$ cat src/rtl/dff_universal_reg.sv
`default_nettype none
// ============================================================================
// dff_universal_reg : W-bit register with load, shift, rotate, inc/dec + carry
// Rev 1.0
// ============================================================================
module dff_universal_reg #(
  parameter int             W         = 8,
  parameter logic [W-1:0]   RESET_VAL = '0
) (
  input  logic         clk,
  input  logic         reset,
  input  logic         en,
  input  logic [2:0]   mode,
  input  logic [W-1:0] d,
  input  logic         sin_l,
  input  logic         sin_r,
  output logic [W-1:0] q,
  output logic [W-1:0] q_n,
  output logic         carry
);

  localparam logic [2:0] c_MODE_HOLD = 3'b000;
  localparam logic [2:0] c_MODE_LOAD = 3'b001;
  localparam logic [2:0] c_MODE_SHL  = 3'b010;
  localparam logic [2:0] c_MODE_SHR  = 3'b011;
  localparam logic [2:0] c_MODE_ROL  = 3'b100;
  localparam logic [2:0] c_MODE_ROR  = 3'b101;
  localparam logic [2:0] c_MODE_INC  = 3'b110;
  localparam logic [2:0] c_MODE_DEC  = 3'b111;

  localparam logic [W:0] c_ONE_EXT = {{W{1'b0}}, 1'b1};
  localparam logic [W-1:0] c_ONE   = {{(W-1){1'b0}}, 1'b1};

  logic [W-1:0] val_q, val_d;
  logic         carry_q, carry_d;
  logic [W:0]   inc_sum;

  // Increment is done one bit wider so the top bit becomes the carry out.
  assign inc_sum = {1'b0, val_q} + c_ONE_EXT;

  always_comb begin
    val_d   = val_q;
    carry_d = carry_q;
    if (en) begin
      case (mode)
        c_MODE_HOLD: begin
          val_d   = val_q;
          carry_d = carry_q;
        end
        c_MODE_LOAD: begin
          val_d   = d;
          carry_d = 1'b0;
        end
        c_MODE_SHL: begin
          val_d   = {val_q[W-2:0], sin_r};
          carry_d = val_q[W-1];
        end
        c_MODE_SHR: begin
          val_d   = {sin_l, val_q[W-1:1]};
          carry_d = val_q[0];
        end
        c_MODE_ROL: begin
          val_d   = {val_q[W-2:0], val_q[W-1]};
          carry_d = val_q[W-1];
        end
        c_MODE_ROR: begin
          val_d   = {val_q[0], val_q[W-1:1]};
          carry_d = val_q[0];
        end
        c_MODE_INC: begin
          val_d   = inc_sum[W-1:0];
          carry_d = inc_sum[W];
        end
        c_MODE_DEC: begin
          val_d   = val_q - c_ONE;
          carry_d = (val_q == '0);
        end
        default: begin
          val_d   = val_q;
          carry_d = carry_q;
        end
      endcase
    end
  end

  always_ff @(posedge clk) begin
    if (reset) begin
      val_q   <= RESET_VAL;
      carry_q <= 1'b0;
    end else begin
      val_q   <= val_d;
      carry_q <= carry_d;
    end
  end

  assign q     = val_q;
  assign q_n   = ~val_q;
  assign carry = carry_q;

endmodule
`default_nettype wire

$ cat config.mk
export PLATFORM = sky130hd
export DESIGN_NAME = dff_universal_reg
export DESIGN_NICKNAME = d
export VERILOG_FILES = /design/src/rtl/dff_universal_reg.sv
export SDC_FILE = /design/constraint.sdc
export NUM_CORES = 1
export LEC_CHECK = 0
export ABC_AREA = 1
export CORE_ASPECT_RATIO = 2
export CORE_MARGIN = 2
export CORE_UTILIZATION = 40
export CTS_CLUSTER_DIAMETER = 40
export DETAILED_ROUTE_END_ITERATION = 10
export GPL_TIMING_DRIVEN = 0
export PLACE_DENSITY = 0.7
export SLEW_MARGIN = 15
export SYNTH_ARGS = -nofsm -noshare
export SYNTH_HDL_FRONTEND = slang
export SYNTH_SLANG_ARGS = --single-unit
$ cat constraint.sdc
create_clock -name clk -period 2 [get_ports clk]
set_clock_uncertainty 0.05 [all_clocks]
set_input_delay 0.6 -clock clk [delete_from_list [all_inputs] [get_ports clk]]
set_output_delay 0.6 -clock clk [all_outputs]
set_load 0.01 [all_outputs]
==> results of run 1 <==
sequential cells by signal, summed over array words and instances (netlist names):
register / flops
q: 8
carry: 1
cell families (layout without fill, tap and decap cells):
family | count (synthesis) | in the layout | share of synthesized area [%]
simple gates | 121 | 121 | 49.4
compound gates | 30 | 30 | 18.2
buf+inv | 28 | 62 | 12.0
flops | 9 | 9 | 16.8
fa+ha+maj | 3 | 3 | 3.51
tightest hold or removal path: cells and delay by family (launching register included):
kind             cells  cell delay [ns]
flip-flops           1             0.30
AND/OR/NAND/NOR      1             0.06
AO/OA/AOI/OAI        1             0.05
power groups by stage:
| stage | Clock [W] | Sequential, W | Combinational [W] |
|---|---|---|---|
| 5_1_grt | 0.000224 | 0.000213 | 0.000322 |
| 4_1_cts | 0.000212 | 0.000210 | 0.000286 |
| 2_1_floorplan | 0 | 0.000212 | 0.000171 |
| 3_3_place_gp | 0 | 0.000211 | 0.000282 |
| 3_5_place_dp | 0 | 0.000212 | 0.000287 |
| 6_report | 0.000208 | 0.000212 | 0.000289 |
repair_timing:
action                                 in CTS  in global routing
endpoints found under the hold margin       0                  0
pin swaps                                   1                  0
buffers inserted                            1                  0
resized for setup                          12                  3
gates cloned                                0                  0
setup endpoints to repair                  18                  5
through the flow:
step / power [W] / util (%) / setup WS (ns) / cell area [µm²] / hold WS, ns
floorplan: 0.000383 / - / 0.351 / 1070 / 0.437
global placement: 0.000494 / 55.0 / -0.329 / 1400 / 0.404
detailed placement: 0.000499 / 55.0 / -0.347 / 1400 / 0.411
CTS: 0.000708 / 57.0 / 0.000581 / 1450 / 0.418
global route: 0.000759 / 57.1 / 0.00167 / 1450 / 0.463
finish: 0.000709 / 57.1 / 0.0325 / 1450 / 0.419
final cells by class:
type	count	area [µm²]	share of cell area (%)
Buffer	8	51.3	3.54
Multi-Input combinational cell	154	762	52.6
Clock buffer	4	45.0	3.11
Inverter	20	77.6	5.35
Timing Repair Buffer	30	293	20.2
Tap cell	28	35.0	2.42
Sequential cell	9	185	12.8
placed cells by master, fill, tap and decap left out, types with 6 or more instances in the layout:
| cell | count |
|---|---|
| a21oi_1 | 10 |
| clkdlybuf4s50_1 | 24 |
| inv_1 | 12 |
| inv_2 | 7 |
| nand2_1 | 50 |
| nand3_1 | 29 |
| nand4_1 | 6 |
| nor2_1 | 29 |
| o21ai_0 | 9 |
path summary, 6_finish.rpt:
path	to	slack, ns	cells after the start
max	q_n[0]	0.03	2
min	carry	0.42	2
max reg2reg	q[4]	0.37	8
min reg2reg	carry	0.42	2
layer usage:
metal | GRT usage (%) | share of wire [%] | up-vias
met5 | 0 | 0 | -
met4 | 15.7 | 5.2 | 0
met3 | 7.51 | 7.2 | 22
met2 | 41.4 | 53 | 83
li1 | - | - | 698
met1 | 27.1 | 35 | 651
==> qor_table.md, run 1 <==
| Item | Reported |
| --- | --- |
| Final setup violating endpoints | 0 |
| Net switching fraction of the power | 35.8% |
| Antenna-violating nets left | 0 |
| Power Density | 489 nW/µm² |
| Clock latency of the later-clocked register in the worst-skew pair | 0.23 ns |
| DRC violations left | 0 |
| Clock tree from TritonCTS | yes |
| Required time of the critical path | 1.35 ns |
| Critical path type | flop to output pin |
| Placed cell count | 248 |
| Layout cell share with drive strength beyond 1 | 13.8% |
| Cell Int Power | 0.000455 W |
| Clock input transition at the sequential cells of the worst setup and hold paths | 0.05 ns |
| Layout area overhead | 35.3% |
| Final-layout setup total negative slack | 0 ns |
| Part of the Yosys area used for sequential elements | 16.8% |
| Global-route wire length before repair | 5930 µm |
| Routed vias | 1,454 |
| RSZ-0062 raised after global routing | false |
| Period minus WS final | 1.97 ns |
| Summed instance area of the synthesized netlist | 1070 µm² |
| Mean number of vias per cell | 5.75 |
| Mapped Nets | 210 |
| Maximum number of pins on one net before global-route repair | 11 |
| Hold Buf Count CTS | 0 |
| Half-perimeter wire length after detailed placement | 2690 µm |
| CTS H-tree lvls | 1 |
| P_sw | 0.000253 W |
| Count of boundary I/O pins | 33 |
| Fmax | 0.508 GHz |
| Combinational share of power | 40.8% |
| Data arrival, critical path | 1.32 ns |
| Core ar. | 2540 µm² |
| Starting density of the core | 42.2% |
| Number of sinks driven by the clock tree | 9 |
| Root Buffer Master | clkbuf_8 |
| Period Utilization, post-route | 98.4% |
| Antenna fix cells | 0 |
| Avg Cell Area, Syn | 5.61 µm² |
| Largest area contributor in the synthesized netlist | nand2_1 |
| Number of maximum-capacitance constraint violations | 0 |
| WL per Instance | 13.6 µm |
| Slowest library cell on the worst path | clkdlybuf4s50_1 |
| Total congestion overflow | 0 |
| Maximum count of clock buffers along a single path | 2 |
| Number of flops mapped to enable cells by yosys | 0 |
| Beginning of the worst register-to-register path | q[0] |
| Setup crit start | q[0] |
| RD Place Congestion | 0.921 |
| Hold path start | carry |
| Cell types with the highest counts after synthesis | nand2_1 (50), nand3_1 (29), nor2_1 (29) |
| Sequential group share of total power | 29.9% |
| Cell family with most CP delay | buffers and inverters |
| Synth Register Bits | 9 |
| Rows | 26 |
| Post-route insts no fill | 253 |
| Slew of the pin with the lowest slew margin | 0.516 ns |
| Cell count after synthesis | 191 |
| Hold Violations, Final | 0 |
| Maximum resistive drop on vdd | 438 µV |
| Clock group share of total power | 29.4% |
| Delay contributed by the slowest stage of the critical path | 0.55 ns |
| Ys async rst share | 0% |
| Most common cell in the synthesized netlist | nand2_1 |
| TritonRoute pass-1 iters | 4 |
| Die Y | 77.2 µm |
| Synth warn | 0 |
| Slew Viols, Final | 0 |
| Number of distinct library cells after synthesis | 24 |
| Die X | 40.6 µm |
| Buffers and inverters on the worst path | 2 |
| Critical path, cell by cell | inv_2, clkdlybuf4s50_1 |
| Tightest slew margin relative to the limit | 65.6% |
| Status | finished clean |
| Nets | 245 |
| Top-area cell type share of the netlist area | 17.5% |
| Fill cell count | 272 |
| Cells taking the most area after synthesis | nand2_1 (18%), dfxtp_1 (17%), nand3_1 (14%) |
| Overall die area | 3130 µm² |
| CP Capture Type | output pin |
| Initial antenna violation count | 0 |
| Drt first-iter violations | 65 |
| Path class of the lowest-slack min-delay path | flop to flop |
| Leak Pwr | 0.621 nW |
| Routed WL | 3440 µm |
| Via count of the first global-routing pass | 1,431 |
| Total GRT Usage | 25.9% |
| Type of origin of the critical path | flop |
| Worst-path fanout max | 9 |
| I/O Buffers | 29 |
| Flip-flop cell with the highest count after synthesis | dfxtp_1 |
| Total clock buffers created by CTS | 3 |
Power figures use the tool's default switching activity.
==> run 2, diff against run 1 <==
Settings changed: PLACE_DENSITY 0.7 to 0.72.
==> run 2 against run 1 <==
Compared with the run above: global-route usage decreased by 0.84 points; largest cell class unchanged; final cell count unchanged; highest routed layer unchanged; clock-buffer cell count unchanged; utilization unchanged; sequential power about the same; die area unchanged.
==> qor_table.md, run 2 (synthesis results as in run 1) <==
| Item | Reported |
| --- | --- |
| Status | finished clean |
| Worst-path fanout max | 9 |
| Maximum resistive drop on vdd | 359 µV |
| Die X | 40.6 µm |
| Type of origin of the critical path | flop |
| Number of flip-flops under the largest register name | 8 |
| Period minus WS final | 1.96 ns |
| Starting density of the core | 42.2% |
| Data arrival, critical path | 1.31 ns |
| Overall die area | 3130 µm² |
| Path class of the lowest-slack min-delay path | flop to flop |
| Clock input transition at the sequential cells of the worst setup and hold paths | 0.05 ns |
| Rows | 26 |
| Tightest slew margin relative to the limit | 65.4% |
| Post-route insts no fill | 253 |
| Fmax | 0.511 GHz |
| RSZ-0062 raised after global routing | false |
| Count of boundary I/O pins | 33 |
| Clock latency of the later-clocked register in the worst-skew pair | 0.23 ns |
| Hold Buf Count CTS | 0 |
| Via count of the first global-routing pass | 1,339 |
| Layout cell share with drive strength beyond 1 | 13.8% |
| Antenna-violating nets left | 0 |
| DRC violations left | 0 |
| Routed WL | 3450 µm |
| Critical path type | flop to output pin |
| Power consumption | 0.000705 W |
| Met3 Use GR | 7.80% |
| Root Buffer Master | clkbuf_8 |
| Drt first-iter violations | 48 |
| RD Place Congestion | 0.905 |
| TritonRoute pass-1 iters | 5 |
| I/O Buffers | 29 |
| Core ar. | 2540 µm² |
| Nets | 245 |
| Number of sinks driven by the clock tree | 9 |
| Global-route wire length before repair | 5800 µm |
| Fraction of met2 tracks used by global routing | 40.5% |
| Power Density | 487 nW/µm² |
| Routed vias | 1,389 |
| Highest-utilization routing layer at the global route stage | met2 |
| Total congestion overflow | 0 |
| Final setup violating endpoints | 0 |
| CTS H-tree lvls | 1 |
| Placed cell count | 248 |
| Cell count of the worst hold path | 2 |
| Commonest non-fill, non-tap cell in the layout | nand2_1 |
| Total GRT Usage | 25.0% |
| Slew Viols, Final | 0 |
| Hold Violations, Final | 0 |
| Most frequent cells in the layout | nand2_1 (50), nand3_1 (29), nor2_1 (29), clkdlybuf4s50_1 (24), inv_1 (12) |
| Leak Pwr | 0.621 nW |
| Clock tree from TritonCTS | yes |
| Layout area overhead | 35.3% |
| Worst reg2reg path depth | 8 |
| Period Utilization, post-route | 97.8% |
| Number of maximum-capacitance constraint violations | 0 |
| Antenna fix cells | 0 |
| CP Capture Type | output pin |
| Initial antenna violation count | 0 |
| WL per Instance | 13.6 µm |
| Half-perimeter wire length after detailed placement | 2690 µm |
| Die Y | 77.2 µm |
| Required time of the critical path | 1.35 ns |
| M1 GR Usage | 26.1% |
| Maximum count of clock buffers along a single path | 2 |
| Mean number of vias per cell | 5.49 |
| Total clock buffers created by CTS | 3 |
| Maximum number of pins on one net before global-route repair | 11 |
| Slew of the pin with the lowest slew margin | 0.519 ns |
-- run 2: cell counts in the layout (fill, tap and decap cells not counted) --
Identical to the previous run, type by type.
-- run 2: what timing repair did --
action,in CTS,in global routing
pin swaps,1,0
resized for setup,13,2
setup endpoints to repair,18,2
endpoints found under the hold margin,0,0
buffers inserted,1,0
-- run 2: worst paths after layout --
check	start	to	slack [ns]
setup / recovery	q[0]	q_n[0]	0.04
hold / removal	carry	carry	0.43
setup reg to reg	q[0]	q[4]	0.37
hold reg to reg	carry	carry	0.43
-- run 2: metal layers --
| metal | up-vias | part of all wire, % |
|---|---|---|
| li1 | 700 | - |
| met1 | 620 | 37 |
| met2 | 57 | 55 |
| met3 | 12 | 5.3 |
| met4 | 0 | 3.0 |
| met5 | - | 0 |
-- run 2: metrics by stage --
step           TNS (ns)  utilization, %  hold WS [ns]  instance area (µm²)  worst slack [ns]
2_1_floorplan         0               -         0.437                 1070             0.351
3_3_place_gp      -2.63            55.0         0.407                 1400            -0.324
3_5_place_dp      -3.07            55.0         0.422                 1400            -0.369
4_1_cts               0            57.1         0.429                 1450            0.0218
5_1_grt               0            57.1         0.445                 1450           0.00544
6_report              0            57.1         0.427                 1450            0.0448
-- run 2: report_power, final --
part / internal, W / total, W / switching, W
Clock: 0.000138 / 0.000206 / 0.0000670
Combinational: 0.000123 / 0.000288 / 0.000165
Sequential: 0.000193 / 0.000212 / 0.0000181
-- run 2: layout make-up --
| class | count | area (µm²) |
|---|---|---|
| timing repair buffer | 30 | 293 |
| clock buffer | 4 | 45.0 |
| inverter | 20 | 77.6 |
| tap | 28 | 35.0 |
| fill | 283 | 1090 |
| buffer | 8 | 51.3 |
| sequential | 9 | 185 |
| multi-input combinational | 154 | 762 |
-- run 2: critical path, cell delays in order (launching register included) --
cell             delay, ns
dfxtp_2               0.38
inv_2                 0.14
clkdlybuf4s50_1       0.55
==> run 3, diff against run 2 <==
Settings changed: PLACE_DENSITY 0.72 to 0.75.
Clock period 2 ns to 1.75 ns, I/O delays scaled along.
==> run 3 against run 2 <==
Compared with the run above: sequential cell count unchanged; hold slack improved by 0.0055 ns; clock power increased by 18%; first-iteration DRC count fell by 13%; global-route usage down 1.2 points; via count is 2.4% lower; largest cell class unchanged; power up 14%.
==> qor_table.md, run 3 (synthesis results as in run 1) <==
| Item | Reported |
| --- | --- |
| Clock tree from TritonCTS | yes |
| Slowest library cell on the worst path | clkdlybuf4s50_1 |
| Routed vias | 1,355 |
| Fraction of met2 tracks used by global routing | 41.7% |
| Total congestion overflow | 0 |
| Root Buffer Master | clkbuf_8 |
| Period Utilization, post-route | 98.6% |
| Required time of the critical path | 1.17 ns |
| Data arrival, critical path | 1.15 ns |
| Delay contributed by the slowest stage of the critical path | 0.58 ns |
| Beginning of the worst register-to-register path | q[1] |
| Maximum count of clock buffers along a single path | 2 |
| Total clock buffers created by CTS | 3 |
| Number of sinks driven by the clock tree | 9 |
| P_sw | 0.000289 W |
| CTS H-tree lvls | 1 |
| Cell Int Power | 0.000514 W |
| End-of-flow core utilization | 57.2% |
| Fmax | 0.580 GHz |
| Count of boundary I/O pins | 33 |
| Layout area overhead | 35.6% |
| Routed WL | 3270 µm |
| Period minus WS final | 1.73 ns |
| Total GRT Usage | 23.8% |
| I/O Buffers | 29 |
| Core ar. | 2540 µm² |
| Layout cell share with drive strength beyond 1 | 14.7% |
| CP Capture Type | output pin |
| Worst slack, placed | -0.529 ns |
| Sequential group share of total power | 30.0% |
| Hold Violations, Final | 0 |
| RSZ-0062 raised after global routing | true |
| Cell count of the worst hold path | 2 |
| Global-route wire length before repair | 5420 µm |
| Buffers and inverters on the worst path | 1 |
| Net switching fraction of the power | 36.0% |
| Slew of the pin with the lowest slew margin | 0.534 ns |
| Initial antenna violation count | 0 |
| Maximum resistive drop on vdd | 420 µV |
| Starting density of the core | 42.2% |
| Number of flip-flops under the largest register name | 8 |
| Power Density | 552 nW/µm² |
| Die X | 40.6 µm |
| WL per Instance | 12.9 µm |
| Most frequent cells in the layout | nand2_1 (50), nand3_1 (29), nor2_1 (29), clkdlybuf4s50_1 (16) |
| Endpoint of the lowest-slack register-to-register path | q[4] |
| Met3 Use GR | 2.31% |
| Tightest slew margin relative to the limit | 64.4% |
| Half-perimeter wire length after detailed placement | 2540 µm |
| Via count of the first global-routing pass | 1,241 |
| Path class of the lowest-slack min-delay path | flop to flop |
| Cell family with most CP delay | buffers and inverters |
| DRC violations left | 0 |
| Critical path, cell by cell | clkdlybuf4s50_1 |
| Combinational share of power | 39.8% |
| Worst reg2reg path depth | 8 |
| M1 GR Usage | 26.3% |
| Worst-path fanout max | 2 |
| Worst hold margin | 0.432 ns |
| Crit path setup slack, layout | 0.0249 ns |
| Type of origin of the critical path | flop |
| Slew Viols, Final | 0 |
| Antenna-violating nets left | 0 |
| Clock input transition at the sequential cells of the worst setup and hold paths | 0.05 ns |
| Critical path type | flop to output pin |
| Highest-utilization routing layer at the global route stage | met2 |
| Clock latency of the later-clocked register in the worst-skew pair | 0.23 ns |
| Status | finished clean |
| Rows | 26 |
| Leak Pwr | 0.645 nW |
| Clock group share of total power | 30.2% |
| RD Place Congestion | 0.829 |
| Hold path start | carry |
| Overall die area | 3130 µm² |
| Commonest non-fill, non-tap cell in the layout | nand2_1 |
| Setup slack of the most critical reg-to-reg path | 0.17 ns |
| Final setup violating endpoints | 0 |
| Antenna fix cells | 0 |
| Maximum number of pins on one net before global-route repair | 11 |
| Endpoint, Worst Hold | carry |
| Die Y | 77.2 µm |
| Nets | 245 |
| Mean number of vias per cell | 5.36 |
| TritonRoute pass-1 iters | 4 |
| Drt first-iter violations | 42 |
| Fill cell count | 276 |
| Number of maximum-capacitance constraint violations | 0 |
==> run 3: power groups by stage <==
stage | clock, W | sequential, W | combinational, W
final | 0.000243 | 0.000240 | 0.000320
after global routing | 0.000262 | 0.000242 | 0.000356
after CTS | 0.000245 | 0.000240 | 0.000320
after detailed placement | 0 | 0.000242 | 0.000326
after global placement | 0 | 0.000242 | 0.000324
after floorplan | 0 | 0.000243 | 0.000195
==> run 3: per-layer routing <==
metal	wire, µm	up-vias
li1	-	700
met1	1230	609
met2	1850	35
met3	92	11
met4	84	0
met5	0	-
==> run 3: worst max-delay path by stage <==
stage	depth (start not counted)	slack, ns	startpoint	endpoint
floorplan	8	0.15	q[0]	q[4]
global placement	7	-0.52	mode[2]	q[5]
detailed placement	7	-0.53	mode[2]	q[5]
CTS	1	0.004	q[7]	q[7]
global route	3	-0.02	q[2]	q_n[2]
finish	1	0.02	q[2]	q[2]
==> run 3: timing repair <==
item / 4_1_cts / 5_1_grt
setup endpoints to repair: 21 / 13
resized for setup: 27 / 4
buffers inserted: 1 / 0
hold buffers: 0 / 0
pin swaps: 1 / 0
==> run 3: through the flow <==
stage	TNS, ns	cells	area (µm²)	total power (W)
6_report	0	253	1450	0.000802
3_3_place_gp	-4.54	248	1400	0.000566
4_1_cts	0	253	1450	0.000805
5_1_grt	-0.0254	253	1450	0.000860
2_1_floorplan	0	191	1070	0.000438
3_5_place_dp	-4.63	248	1400	0.000568
==> run 3: final cells by class <==
type	instances	area, µm²	area share, %
buffer	8	61.3	4.22
inverter	20	77.6	5.34
tap	28	35.0	2.41
clock buffer	4	45.0	3.10
timing repair buffer	30	282	19.4
multi-input combinational	154	762	52.5
sequential	9	190	13.1
